$ cat src/rtl/remote_pkg.sv
// Shared definitions for the remote key dispatcher: key width, the table of
// rejected codes, the key validation function and the output-state encoding.
package remote_pkg;

  localparam int KEY_W     = 8;
  localparam int N_INVALID = 8;

  // Codes inside 0x00..0x1F that the remote never sends as real keys.
  localparam logic [KEY_W-1:0] INVALID_CODES [N_INVALID] = '{
    8'h0A, 8'h0B, 8'h0D, 8'h0E, 8'h15, 8'h19, 8'h1C, 8'h1D
  };

  typedef enum logic {
    EMPTY   = 1'b0,
    PRESENT = 1'b1
  } out_state_e;

  // A code is accepted when it is in 0x00..0x1F and not in the holes above.
  function automatic logic key_is_valid(input logic [KEY_W-1:0] code);
    logic ok;
    ok = (code <= 8'h1F);
    for (int i = 0; i < N_INVALID; i++) begin
      if (code == INVALID_CODES[i]) ok = 1'b0;
    end
    return ok;
  endfunction

endpackage

$ cat src/rtl/remote_key_fifo.sv
// Synchronous FIFO with first-word fall-through head data. A push while full
// is only taken when a pop happens at the same edge; a pop while empty is
// ignored. Head data reads as zero while empty.
module remote_key_fifo
  import remote_pkg::*;
#(
  parameter int DEPTH = 4
) (
  input  logic                     clk,
  input  logic                     rst,
  input  logic                     push_i,
  input  logic                     pop_i,
  input  logic [KEY_W-1:0]         wdata_i,
  output logic [KEY_W-1:0]         rdata_o,
  output logic                     full_o,
  output logic                     empty_o,
  output logic [$clog2(DEPTH):0]   count_o
);

  localparam int AW = $clog2(DEPTH);
  localparam int CW = AW + 1;

  logic [KEY_W-1:0] mem_q [DEPTH];
  logic [AW-1:0]    wr_q, wr_d;
  logic [AW-1:0]    rd_q, rd_d;
  logic [CW-1:0]    count_q, count_d;
  logic             do_push, do_pop;

  assign empty_o = (count_q == '0);
  assign full_o  = (count_q == CW'(DEPTH));
  assign do_pop  = pop_i & ~empty_o;
  assign do_push = push_i & (~full_o | do_pop);
  assign rdata_o = empty_o ? '0 : mem_q[rd_q];
  assign count_o = count_q;

  // Next pointers wrap naturally (DEPTH is a power of two); count tracks occupancy.
  always_comb begin
    wr_d    = wr_q;
    rd_d    = rd_q;
    count_d = count_q;
    if (do_push) wr_d = wr_q + AW'(1);
    if (do_pop)  rd_d = rd_q + AW'(1);
    case ({do_push, do_pop})
      2'b10:   count_d = count_q + CW'(1);
      2'b01:   count_d = count_q - CW'(1);
      default: count_d = count_q;
    endcase
  end

  // Pointer and occupancy registers; reset empties the queue.
  always_ff @(posedge clk) begin
    if (!rst) begin
      wr_q    <= '0;
      rd_q    <= '0;
      count_q <= '0;
    end else begin
      wr_q    <= wr_d;
      rd_q    <= rd_d;
      count_q <= count_d;
    end
  end

  // Storage array; contents are don't-care until written.
  always_ff @(posedge clk) begin
    if (do_push) mem_q[wr_q] <= wdata_i;
  end

endmodule

$ cat src/rtl/remote_key_dispatcher.sv
// Remote key dispatcher: turns decoder tecla/ready levels into single key
// events, rejects codes outside the key table, queues accepted keys and
// hands them out over a valid/ack handshake with overflow and error flags.
// Optional build macro REMOTE_DISPATCH_HOLDOFF_EN adds repeat suppression of
// the last accepted key for HOLDOFF_CYCLES clocks.
module remote_key_dispatcher
  import remote_pkg::*;
#(
  parameter int DEPTH          = 4,
  parameter int HOLDOFF_CYCLES = 4096
) (
  input  logic                   clk,
  input  logic                   rst,
  input  logic [KEY_W-1:0]       tecla,
  input  logic                   ready,
  output logic [KEY_W-1:0]       key_out,
  output logic                   key_valid,
  input  logic                   key_ack,
  output logic [$clog2(DEPTH):0] fifo_count,
  output logic                   overflow,
  output logic                   err_invalid,
  input  logic                   clr_flags
);

  logic       ready_q;
  logic       err_q, err_d;
  logic       ovf_q, ovf_d;
  out_state_e state_q, state_d;

  logic rise, code_ok, suppress, cand, push, pop, drop;
  logic fifo_full, fifo_empty;
  logic [$clog2(DEPTH):0] count;

  assign rise    = ready & ~ready_q;
  assign code_ok = key_is_valid(tecla);
  assign pop     = (state_q == PRESENT) & key_ack;
  assign cand    = rise & code_ok & ~suppress;
  // A full queue still accepts a key when the head is popped at the same edge.
  assign push    = cand & (~fifo_full | pop);
  assign drop    = cand & fifo_full & ~pop;

`ifdef REMOTE_DISPATCH_HOLDOFF_EN
  localparam int HW = $clog2(HOLDOFF_CYCLES + 1);

  logic [HW-1:0]    hold_q, hold_d;
  logic [KEY_W-1:0] last_key_q, last_key_d;

  assign suppress = (hold_q != '0) && (tecla == last_key_q);

  // Holdoff window restarts on each accepted key and counts down to zero.
  always_comb begin
    hold_d     = hold_q;
    last_key_d = last_key_q;
    if (push) begin
      hold_d     = HW'(HOLDOFF_CYCLES);
      last_key_d = tecla;
    end else if (hold_q != '0) begin
      hold_d = hold_q - HW'(1);
    end
  end

  // Holdoff counter is cleared by reset; last_key is only meaningful while it runs.
  always_ff @(posedge clk) begin
    if (!rst) hold_q <= '0;
    else      hold_q <= hold_d;
    last_key_q <= last_key_d;
  end
`else
  logic unused_holdoff;
  assign suppress       = 1'b0;
  assign unused_holdoff = (HOLDOFF_CYCLES != 0);
`endif

  // Flag next-state: error is a one-cycle pulse, overflow is sticky with set winning over clear.
  always_comb begin
    err_d = rise & ~code_ok;
    ovf_d = ovf_q;
    if (clr_flags) ovf_d = 1'b0;
    if (drop)      ovf_d = 1'b1;
  end

  // Output state: PRESENT whenever the queue holds an unconsumed key.
  always_comb begin
    state_d = state_q;
    case (state_q)
      EMPTY:   if (push) state_d = PRESENT;
      PRESENT: if (pop && !push && (count == ($clog2(DEPTH)+1)'(1))) state_d = EMPTY;
      default: state_d = EMPTY;
    endcase
  end

  // Control registers: edge detector, flags and output state.
  always_ff @(posedge clk) begin
    if (!rst) begin
      ready_q <= 1'b0;
      err_q   <= 1'b0;
      ovf_q   <= 1'b0;
      state_q <= EMPTY;
    end else begin
      ready_q <= ready;
      err_q   <= err_d;
      ovf_q   <= ovf_d;
      state_q <= state_d;
    end
  end

  remote_key_fifo #(
    .DEPTH (DEPTH)
  ) u_fifo (
    .clk     (clk),
    .rst     (rst),
    .push_i  (push),
    .pop_i   (pop),
    .wdata_i (tecla),
    .rdata_o (key_out),
    .full_o  (fifo_full),
    .empty_o (fifo_empty),
    .count_o (count)
  );

  assign key_valid   = (state_q == PRESENT) & ~fifo_empty;
  assign fifo_count  = count;
  assign overflow    = ovf_q;
  assign err_invalid = err_q;

endmodule
$ cat config.mk
export PLATFORM = sky130hd
export DESIGN_NAME = remote_key_dispatcher
export DESIGN_NICKNAME = d
export VERILOG_FILES = /design/src/rtl/remote_pkg.sv /design/src/rtl/remote_key_fifo.sv /design/src/rtl/remote_key_dispatcher.sv
export SDC_FILE = /design/constraint.sdc
export NUM_CORES = 1
export LEC_CHECK = 0
export ABC_AREA = 1
export BUFFER_PORTS_ARGS = -buffer_cell sky130_fd_sc_hd__buf_2
export CELL_PAD_IN_SITES_DETAIL_PLACEMENT = 1
export CELL_PAD_IN_SITES_GLOBAL_PLACEMENT = 1
export CORE_MARGIN = 2
export CORE_UTILIZATION = 40
export CTS_BUF_LIST = sky130_fd_sc_hd__clkbuf_8
export DETAILED_ROUTE_END_ITERATION = 7
export PLACE_DENSITY_LB_ADDON = 0.1
export SKIP_LAST_GASP = 1
export SLEW_MARGIN = 20
export SYNTH_ARGS = -nofsm -noshare
export SYNTH_HDL_FRONTEND = slang
export SYNTH_HIERARCHICAL = 1
export SYNTH_SLANG_ARGS = --single-unit
$ cat constraint.sdc
create_clock -name clk -period 2 [get_ports clk]
set_input_delay 0.3 -clock clk [delete_from_list [all_inputs] [get_ports clk]]
set_output_delay 0.3 -clock clk [all_outputs]
set_load 0.01 [all_outputs]
==> results of run 1 <==
==> cells by family (layout without fill, tap and decap cells) <==
| family | after synthesis | after routing | share of synthesized area |
|---|---|---|---|
| buffers and inverters | 29 | 68 | 0.0606 |
| AO/OA/AOI/OAI | 40 | 40 | 0.111 |
| flip-flops | 45 | 45 | 0.610 |
| AND/OR/NAND/NOR | 77 | 77 | 0.184 |
| adder cells (fa/ha/maj) | 5 | 5 | 0.0350 |
==> cell usage in the layout (no fill, tap or decap), types with 7 or more instances in the layout <==
cell	count
a21oi_1	15
buf_2	26
buf_4	9
dfxtp_1	11
edfxtp_1	32
inv_1	21
nand2_1	14
nand3_1	7
nor2_1	43
o21ai_0	17
==> area by class of cell <==
class	count	area [µm²]	area share
sequential	45	1220	0.520
timing repair buffer	35	198	0.0840
clock buffer	5	68.8	0.0292
clock inverter	3	17.5	0.00744
inverter	25	97.6	0.0415
multi-input combinational	122	664	0.282
tap	67	83.8	0.0356
==> report_power, final <==
part | internal [mW] | total [mW] | switching [mW]
combinational | 0.0309 | 0.0906 | 0.0597
sequential | 1.00 | 1.01 | 0.00436
clock | 0.241 | 0.548 | 0.307
total | 1.28 | 1.65 | 0.371
==> worst register-to-register path, stage by stage, from the launching register on <==
cell	delay, ps
dfxtp_2	350
nor2_4	140
nand2_2	70
inv_1	50
nand2_1	70
nand4_2	110
inv_1	80
inv_2	80
nand2_4	70
fa_1	380
inv_1	70
nand4_1	110
a21oi_2	140
nor2_1	50
==> per-layer routing <==
layer / GRT usage / part of all wire
met5: 0 / 0
met4: 0.0714 / 0.017
met3: 0.0281 / 0.023
met2: 0.341 / 0.54
met1: 0.206 / 0.42
==> worst min-delay path by stage <==
stage          cells after the start  endpoint  slack (ps)      from
5_1_grt                            3   ready_q         250     ready
6_report                           3   ready_q         200     ready
4_1_cts                            3   ready_q         200     ready
3_3_place_gp                       2  overflow         460  overflow
3_5_place_dp                       2  overflow         470  overflow
2_1_floorplan                      2   ready_q         390       rst
==> sequential cells by signal, indices dropped and copies added, names as in the netlist, named ones only <==
name and count:
u_fifo/mem_q 32, u_fifo/rd_q 2, err_invalid 1, u_fifo/wr_q 2, state_q 1, ready_q 1, u_fifo/count_o 3, overflow 1
==> through the flow <==
step                setup TNS, ps  total power [mW]
floorplan                       0              1.07
global placement                0              1.12
detailed placement              0              1.12
CTS                             0              1.66
global route                -13.7              1.71
finish                          0              1.65
==> timing repair <==
| item | CTS | global route |
|---|---|---|
| pin swaps | 0 | 1 |
| resized for setup | 1 | 4 |
| setup buffers | 0 | 0 |
| hold endpoints to repair | 0 | 0 |
| hold buffers | 0 | 0 |
| setup endpoints to repair | 2 | 7 |
==> impl_metrics.toml, run 1 <==
[synthesis]
synth_area_leader_cell = "edfxtp_1"
syn_area_per_cell_um2 = 10.2
synth_cells = 196
synthDominantCellAreaShare = 0.480
synth-seq-cells = 45
synth.distinct_cells = 29
synth_common_cells = "nor2_1 (43), edfxtp_1 (32), inv_1 (22)"
async_flop_share = 0
yosysSeqAreaShare = 0.610
yosysWarnings = 6
synthTopCellsByArea = "edfxtp_1 (48%), dfxtp_1 (13%), nor2_1 (8.1%)"
ys.flop_type = "edfxtp_1"
synth_fp_nets = 214
synth.most_common_cell = "nor2_1"
synth_area_mm2 = 0.00200
synth_edf_count = 32

[die]
die_h_um = 74.8
initial_core_util = 0.419
core_area_mm2 = 0.00479
dieArea_mm2 = 0.00559
die_x_um = 74.8
io_pins = 27
placementRows = 25

[timing]
setup_ws_ps = 152
hold_slack_ps = 204
slew_headroom = 0.793
setup_violations = 0
drv_slew = 0
fin_crit_ps = 1850
hold_violations = 0
rsz0062_at_grt = "true"
skew_ps = 5.81
max_slew.worst_pin.slew_ps = 310
timing.fmax_mhz = 541
fin_crit_sh = 0.924

[cells_and_area]
fillers = 564
postLayoutCoreUtil = 0.492
drive_above_1_share = 0.264
final_cell_area_mm2 = 0.00235
diodes = 0
fin_nets = 252
syn2layout_area_growth_pct = 17.5
finalNonFillerCells = 302

[critical_path]
reg2reg_from = "u_fifo/count_o[1]"
ff2ff_path_depth = 13
critical_path_class = "flip-flop to flip-flop"
crit_path_end = "u_fifo/count_o[2]"
startpoint = "u_fifo/count_o[1]"
critPathLaunchType = "flip-flop"
end_kind = "flip-flop"
worst_path_max_delay_cell = "fa_1"
slowest_delay_ps = 380
path_delay_family = "simple AND/OR/NAND/NOR gates"
path_buf_inv = 4
cp_num_cells = 13
cp.arrival_ps = 2050
crit_top_cell = "inv_1"
timing.rr.end = "u_fifo/count_o[2]"
crit_fanout = 5
rrSetupSlack_ps = 150
critical_path_required_ps = 2200
cp_cell_sequence = "nor2_4, nand2_2, inv_1, nand2_1, nand4_2, inv_1, inv_2, nand2_4, fa_1, inv_1, nand4_1, a21oi_2, nor2_1"

[cts]
root_buffer = "clkbuf_8"
clk_transition_reported_paths_ps = 80
clock-sinks = 45
clkLatencyLatePin_ps = 300
numCtsBuffers = 5
cts_tree = "built"
clock_path_buffers = 2
cts_max_level = 2

[placed_design]
dp_slack_ps = 20.5
place_inst = 294
gp_congestion = 0.730
port_buffers = 26
dp_hpwl_mm = 3.29
place_area_mm2 = 0.00226

[drt]
first_iter_violations = 81
postRouteAntennaNets = 0
firstDrtPassIters = 4
routed_wl_mm = 4.50
drc = 0
num_vias = 1493
viasPerCell = 4.94
wl_per_cell_um = 14.9

[run]
maxCapViolCount = 0

[global_route]
grt_use_total = 0.182
antenna_found_initial = 0
grt_first_pass_wirelength_mm = 7.42
grt_pass1_vias = 1600
grt_start_max_net_pins = 17
grt-ovfl-total = 0

[pwr]
leakagePower_nw = 0.996
peakVddDrop_mv = 0.303
power_density_mw_per_mm2 = 699

[min_path]
worstHoldPathType = "input pin to flip-flop"

[status]
outcome = "finished clean"
Power figures use the tool's default switching activity.
==> run 2, diff against run 1 <==
- ABC_AREA: 1 -> 0
- TNS_END_PERCENT: default -> 20
==> impl_metrics.toml, run 2 <==
[drt]
wl_per_cell_um = 16.6
num_vias = 1287
drc = 0
viasPerCell = 4.89
routed_wl_mm = 4.36
first_iter_violations = 39
firstDrtPassIters = 4
postRouteAntennaNets = 0

[pwr]
clkPwrFrac = 0.423
seq_power_share = 0.531
power_density_mw_per_mm2 = 729
p_switching_mw = 0.350
power_frac_comb = 0.046
switching_share = 0.185
peakVddDrop_mv = 0.320
leakagePower_nw = 0.955
internal_power_mw = 1.54

[critical_path]
critical_path_required_ps = 2210
startpoint = "tecla[0]"
critPathLaunchType = "input pin"
crit_fanout = 2
cp.arrival_ps = 2330
reg2reg_from = "u_fifo/count_o[1]"
end_kind = "flip-flop"
critical_path_class = "input pin to flip-flop"

[synthesis]
synth.most_common_cell = "edfxtp_1"
synth_fp_nets = 162
async_flop_share = 0
ys.flop_type = "edfxtp_1"
syn_area_per_cell_um2 = 14.4
synth_area_leader_cell = "edfxtp_1"
synthTopCellsByArea = "edfxtp_1 (46%), dfxtp_1 (13%), mux4_2 (8.7%)"
synth_cells = 144
synth_common_cells = "edfxtp_1 (32), dfxtp_1 (13), nor2b_1 (11)"
synth-seq-cells = 45
synth_area_mm2 = 0.00207
synthDominantCellAreaShare = 0.465
yosysSeqAreaShare = 0.590
yosysWarnings = 6
synth_edf_count = 32
synth.distinct_cells = 44

[die]
die_h_um = 75.9
die_x_um = 75.9
core_area_mm2 = 0.00504
dieArea_mm2 = 0.00576
io_pins = 27
placementRows = 26
initial_core_util = 0.410

[timing]
fin_crit_ps = 2110
hold_violations = 0
skew_ps = 7.76
rsz0062_at_grt = "true"
setup_violations = 2
setup_tns_ps = -130
fin_crit_sh = 1.06
timing.fmax_mhz = 473
drv_slew = 0
setup_ws_ps = -114
slew_headroom = 0.722
max_slew.worst_pin.slew_ps = 412

[run]
maxCapViolCount = 0

[cells_and_area]
largest_register_ffs = 32
top_register = "u_fifo/mem_q"
finalNonFillerCells = 263
final_common_cell = "edfxtp_1"
layout_common_cells = "edfxtp_1 (32), buf_2 (23), buf_4 (22), dfxtp_1 (11), nor2b_1 (10)"
syn2layout_area_growth_pct = 25.5
fin_nets = 210
diodes = 0
drive_above_1_share = 0.466

[global_route]
antenna_found_initial = 0
grt_first_pass_wirelength_mm = 7.15
grt_start_max_net_pins = 15
grt_use_total = 0.160
grt_pass1_vias = 1427
grt-ovfl-total = 0

[cts]
ctsHoldBuffers = 0
clock_path_buffers = 2
clkLatencyLatePin_ps = 290
cts_max_level = 2
clk_transition_reported_paths_ps = 80
clock-sinks = 45
cts_tree = "built"
root_buffer = "clkbuf_8"
numCtsBuffers = 5

[min_path]
hold_start = "tecla[2]"
worstHoldPathType = "input pin to flip-flop"

[status]
violations = "setup timing"
outcome = "finished, violations left"

[placed_design]
port_buffers = 26
dp_hpwl_mm = 3.06
place_inst = 251
gp_congestion = 0.786
[run 2: cell count changes in the layout (fill, tap and decap cells not counted), moves of 4 or more]
cell / previous run / this run
inv_1: 21 / 8
nor2b_1: 0 / 10
nand3_1: 7 / 2
o21ai_0: 17 / 0
nand2_1: 14 / 8
nor2_1: 43 / 4
and2_4: 0 / 4
a21oi_1: 15 / 2
buf_4: 9 / 22
mux4_2: 0 / 8
[run 2: worst paths after layout]
path                        endpoint  slack (ps)  depth (start not counted)
setup / recovery   u_fifo/count_o[2]        -110                         11
hold / removal    u_fifo/mem_q[1][2]         190                          1
setup reg to reg   u_fifo/count_o[2]         -80                         10
hold reg to reg             overflow         490                          2
[run 2: final cells by class]
type                    count  area (µm²)
well taps                  70        87.6
clock buffers               5        68.8
multi-input cells          82         795
repair buffers             48         318
inverters                  10        37.5
fillers                   536        2450
flip-flops and latches     45        1220
clock inverters             3        65.1
[run 2: stage by stage]
stage / worst slack, ps / cell area (µm²) / hold slack [ps] / power (mW) / util
global route: -275 / 2590 / 187 / 1.96 / 0.515
detailed placement: -490 / 2380 / 471 / 1.10 / 0.472
global placement: -393 / 2380 / 469 / 1.10 / 0.472
floorplan: -300 / 2080 / 399 / 1.06 / -
finish: -114 / 2590 / 195 / 1.89 / 0.515
CTS: -101 / 2560 / 191 / 1.91 / 0.507
[run 2: critical path, cell delays in order]
cell and delay, ps:
buf_6 90, maj3_2 300, a22oi_2 170, o221ai_2 150
nor4b_4 310, inv_2 70, nand2b_1 100, fa_2 240
nand3b_4 70, or3_1 320, a31oi_1 190
[run 2: layer usage]
metal	wire length, µm	track usage	vias to the layer above	share of wire
met5	0	0	-	0
met4	37	0.0436	0	0.0085
met3	145	0.0369	5	0.033
met2	2320	0.287	26	0.53
met1	1860	0.195	639	0.43
li1	-	-	617	-
[run 2: logic make-up after synthesis]
family / Yosys count / share of synthesized area
and+or+nand+nor: 46 / 0.144
DFF: 45 / 0.590
buffers and inverters: 17 / 0.0423
AOI/OAI and AO/OA: 16 / 0.0702
muxes: 10 / 0.0968
adders and majority gates: 6 / 0.0393
xor gates and xnor gates: 4 / 0.0169
[run 2: power groups by stage]
stage / Sequential (mW) / Clock (mW) / Combinational [mW]
floorplan: 1.03 / 0 / 0.0326
CTS: 1.00 / 0.821 / 0.0848
finish: 1.00 / 0.801 / 0.0876
global route: 1.01 / 0.854 / 0.0956
detailed placement: 1.03 / 0 / 0.0781
global placement: 1.03 / 0 / 0.0745
[run 2: repair_timing]
action                                 4_1_cts  5_1_grt
setup buffers                                2        2
setup endpoints to repair                   34       38
endpoints found under the hold margin        0        0
gates resized for setup                      8        8
pin swaps                                    4        4
==> run 3, diff against run 2 <==
- CORE_UTILIZATION: 40 -> 35
==> impl_metrics.toml, run 3 (synthesized netlist as in run 2, its figures left out) <==
[pwr]
power_density_mw_per_mm2 = 651
finalPower_mw = 1.67
peakVddDrop_mv = 0.317
leakagePower_nw = 0.937

[global_route]
grt_use_total = 0.151
grt-ovfl-total = 0
grt_start_max_net_pins = 17
antenna_found_initial = 0
grt_pass1_vias = 1457
grt_first_pass_wirelength_mm = 7.31

[die]
die_x_um = 80.9
initial_core_util = 0.369
placementRows = 27
core_area_mm2 = 0.00561
die_h_um = 80.9
dieArea_mm2 = 0.00654
io_pins = 27

[placed_design]
gp_congestion = 0.730
dp_slack_ps = -496
place_area_mm2 = 0.00240
port_buffers = 26
dp_hpwl_mm = 3.19

[drt]
routed_wl_mm = 4.39
num_vias = 1338
first_iter_violations = 56
postRouteAntennaNets = 0
drc = 0
wl_per_cell_um = 16.4
firstDrtPassIters = 4
viasPerCell = 5.01

[cells_and_area]
fin_nets = 212
drive_above_1_share = 0.462
layout_common_cells = "edfxtp_1 (32), buf_4 (24), buf_2 (23), dfxtp_1 (13), nor2b_1 (10)"
final_cell_area_mm2 = 0.00256
top_register = "u_fifo/mem_q"
postLayoutCoreUtil = 0.457
syn2layout_area_growth_pct = 23.8
final_common_cell = "edfxtp_1"
diodes = 0
largest_register_ffs = 32

[critical_path]
rrSetupSlack_ps = -80
crit_fanout = 2
critical_path_required_ps = 2230
critical_path_class = "input pin to flip-flop"
ff2ff_path_depth = 10
end_kind = "flip-flop"
cp.arrival_ps = 2330
critPathLaunchType = "input pin"

[timing]
slew_headroom = 0.711
drv_slew = 0
skew_ps = 6.96
setup_ws_ps = -106
rsz0062_at_grt = "true"
timing.fmax_mhz = 475
fin_crit_sh = 1.05
fin_crit_ps = 2110
hold_violations = 0
setup_violations = 2
hold_slack_ps = 244
max_slew.worst_pin.slew_ps = 433

[status]
violations = "setup timing"
outcome = "finished, violations left"

[cts]
clock_path_buffers = 2
cts_max_level = 2
clkLatencyLatePin_ps = 290
clock-sinks = 45
clk_transition_reported_paths_ps = 90
cts_tree = "built"
root_buffer = "clkbuf_8"
numCtsBuffers = 5

[min_path]
worstHoldPathCells = 1
worstHoldPathType = "input pin to flip-flop"

[run]
maxCapViolCount = 0
-- run 3: through the flow --
step / instances / TNS, ps
2_1_floorplan: 144 / -8120
3_3_place_gp: 255 / -11180
3_5_place_dp: 255 / -12870
4_1_cts: 265 / -324
5_1_grt: 267 / -2350
6_report: 267 / -188
-- run 3: timing repair --
item / in CTS / in global routing
hold endpoints to repair: 0 / 0
endpoints found under the setup margin: 29 / 42
resized for setup: 6 / 4
buffers inserted: 2 / 2
pin swaps: 4 / 0
hold buffers: 0 / 0
-- run 3: area by class of cell --
| type | instances | area [µm²] |
|---|---|---|
| Fill cell | 610 | 3050 |
| Sequential cell | 45 | 1220 |
| Multi-Input combinational cell | 82 | 790 |
| Timing Repair Buffer | 50 | 329 |
| Tap cell | 72 | 90.1 |
| Clock buffer | 5 | 68.8 |
| Inverter | 10 | 37.5 |
| Clock inverter | 3 | 25.0 |
-- run 3: worst paths after layout --
path	start	endpoint
worst max-delay path	tecla[0]	u_fifo/count_o[1]
worst min-delay path	tecla[3]	u_fifo/mem_q[0][3]
worst max register to register	u_fifo/count_o[1]	u_fifo/count_o[1]
worst min register to register	overflow	overflow
-- run 3: critical path: stages --
cell and delay [ps]:
buf_6 100, maj3_2 300, a22oi_2 170, o221ai_2 150, nor4b_4 330, inv_2 70
nand2b_1 100, fa_2 440, inv_2 90, o2111ai_2 100, a21oi_1 180
-- run 3: power breakdown --
| group | switching (mW) | total (mW) | internal (mW) |
|---|---|---|---|
| Clock | 0.321 | 0.573 | 0.252 |
| Combinational | 0.0424 | 0.0893 | 0.0469 |
| Sequential | 0.00295 | 1.00 | 1.00 |
| Total | 0.366 | 1.67 | 1.30 |
-- run 3: layer usage --
| metal | up-vias | GRT usage | wire [µm] |
|---|---|---|---|
| met1 | 688 | 0.177 | 1780 |
| met5 | - | 0 | 0 |
| li1 | 623 | - | - |
| met2 | 25 | 0.277 | 2460 |
| met3 | 2 | 0.0333 | 124 |
| met4 | 0 | 0.0407 | 25 |
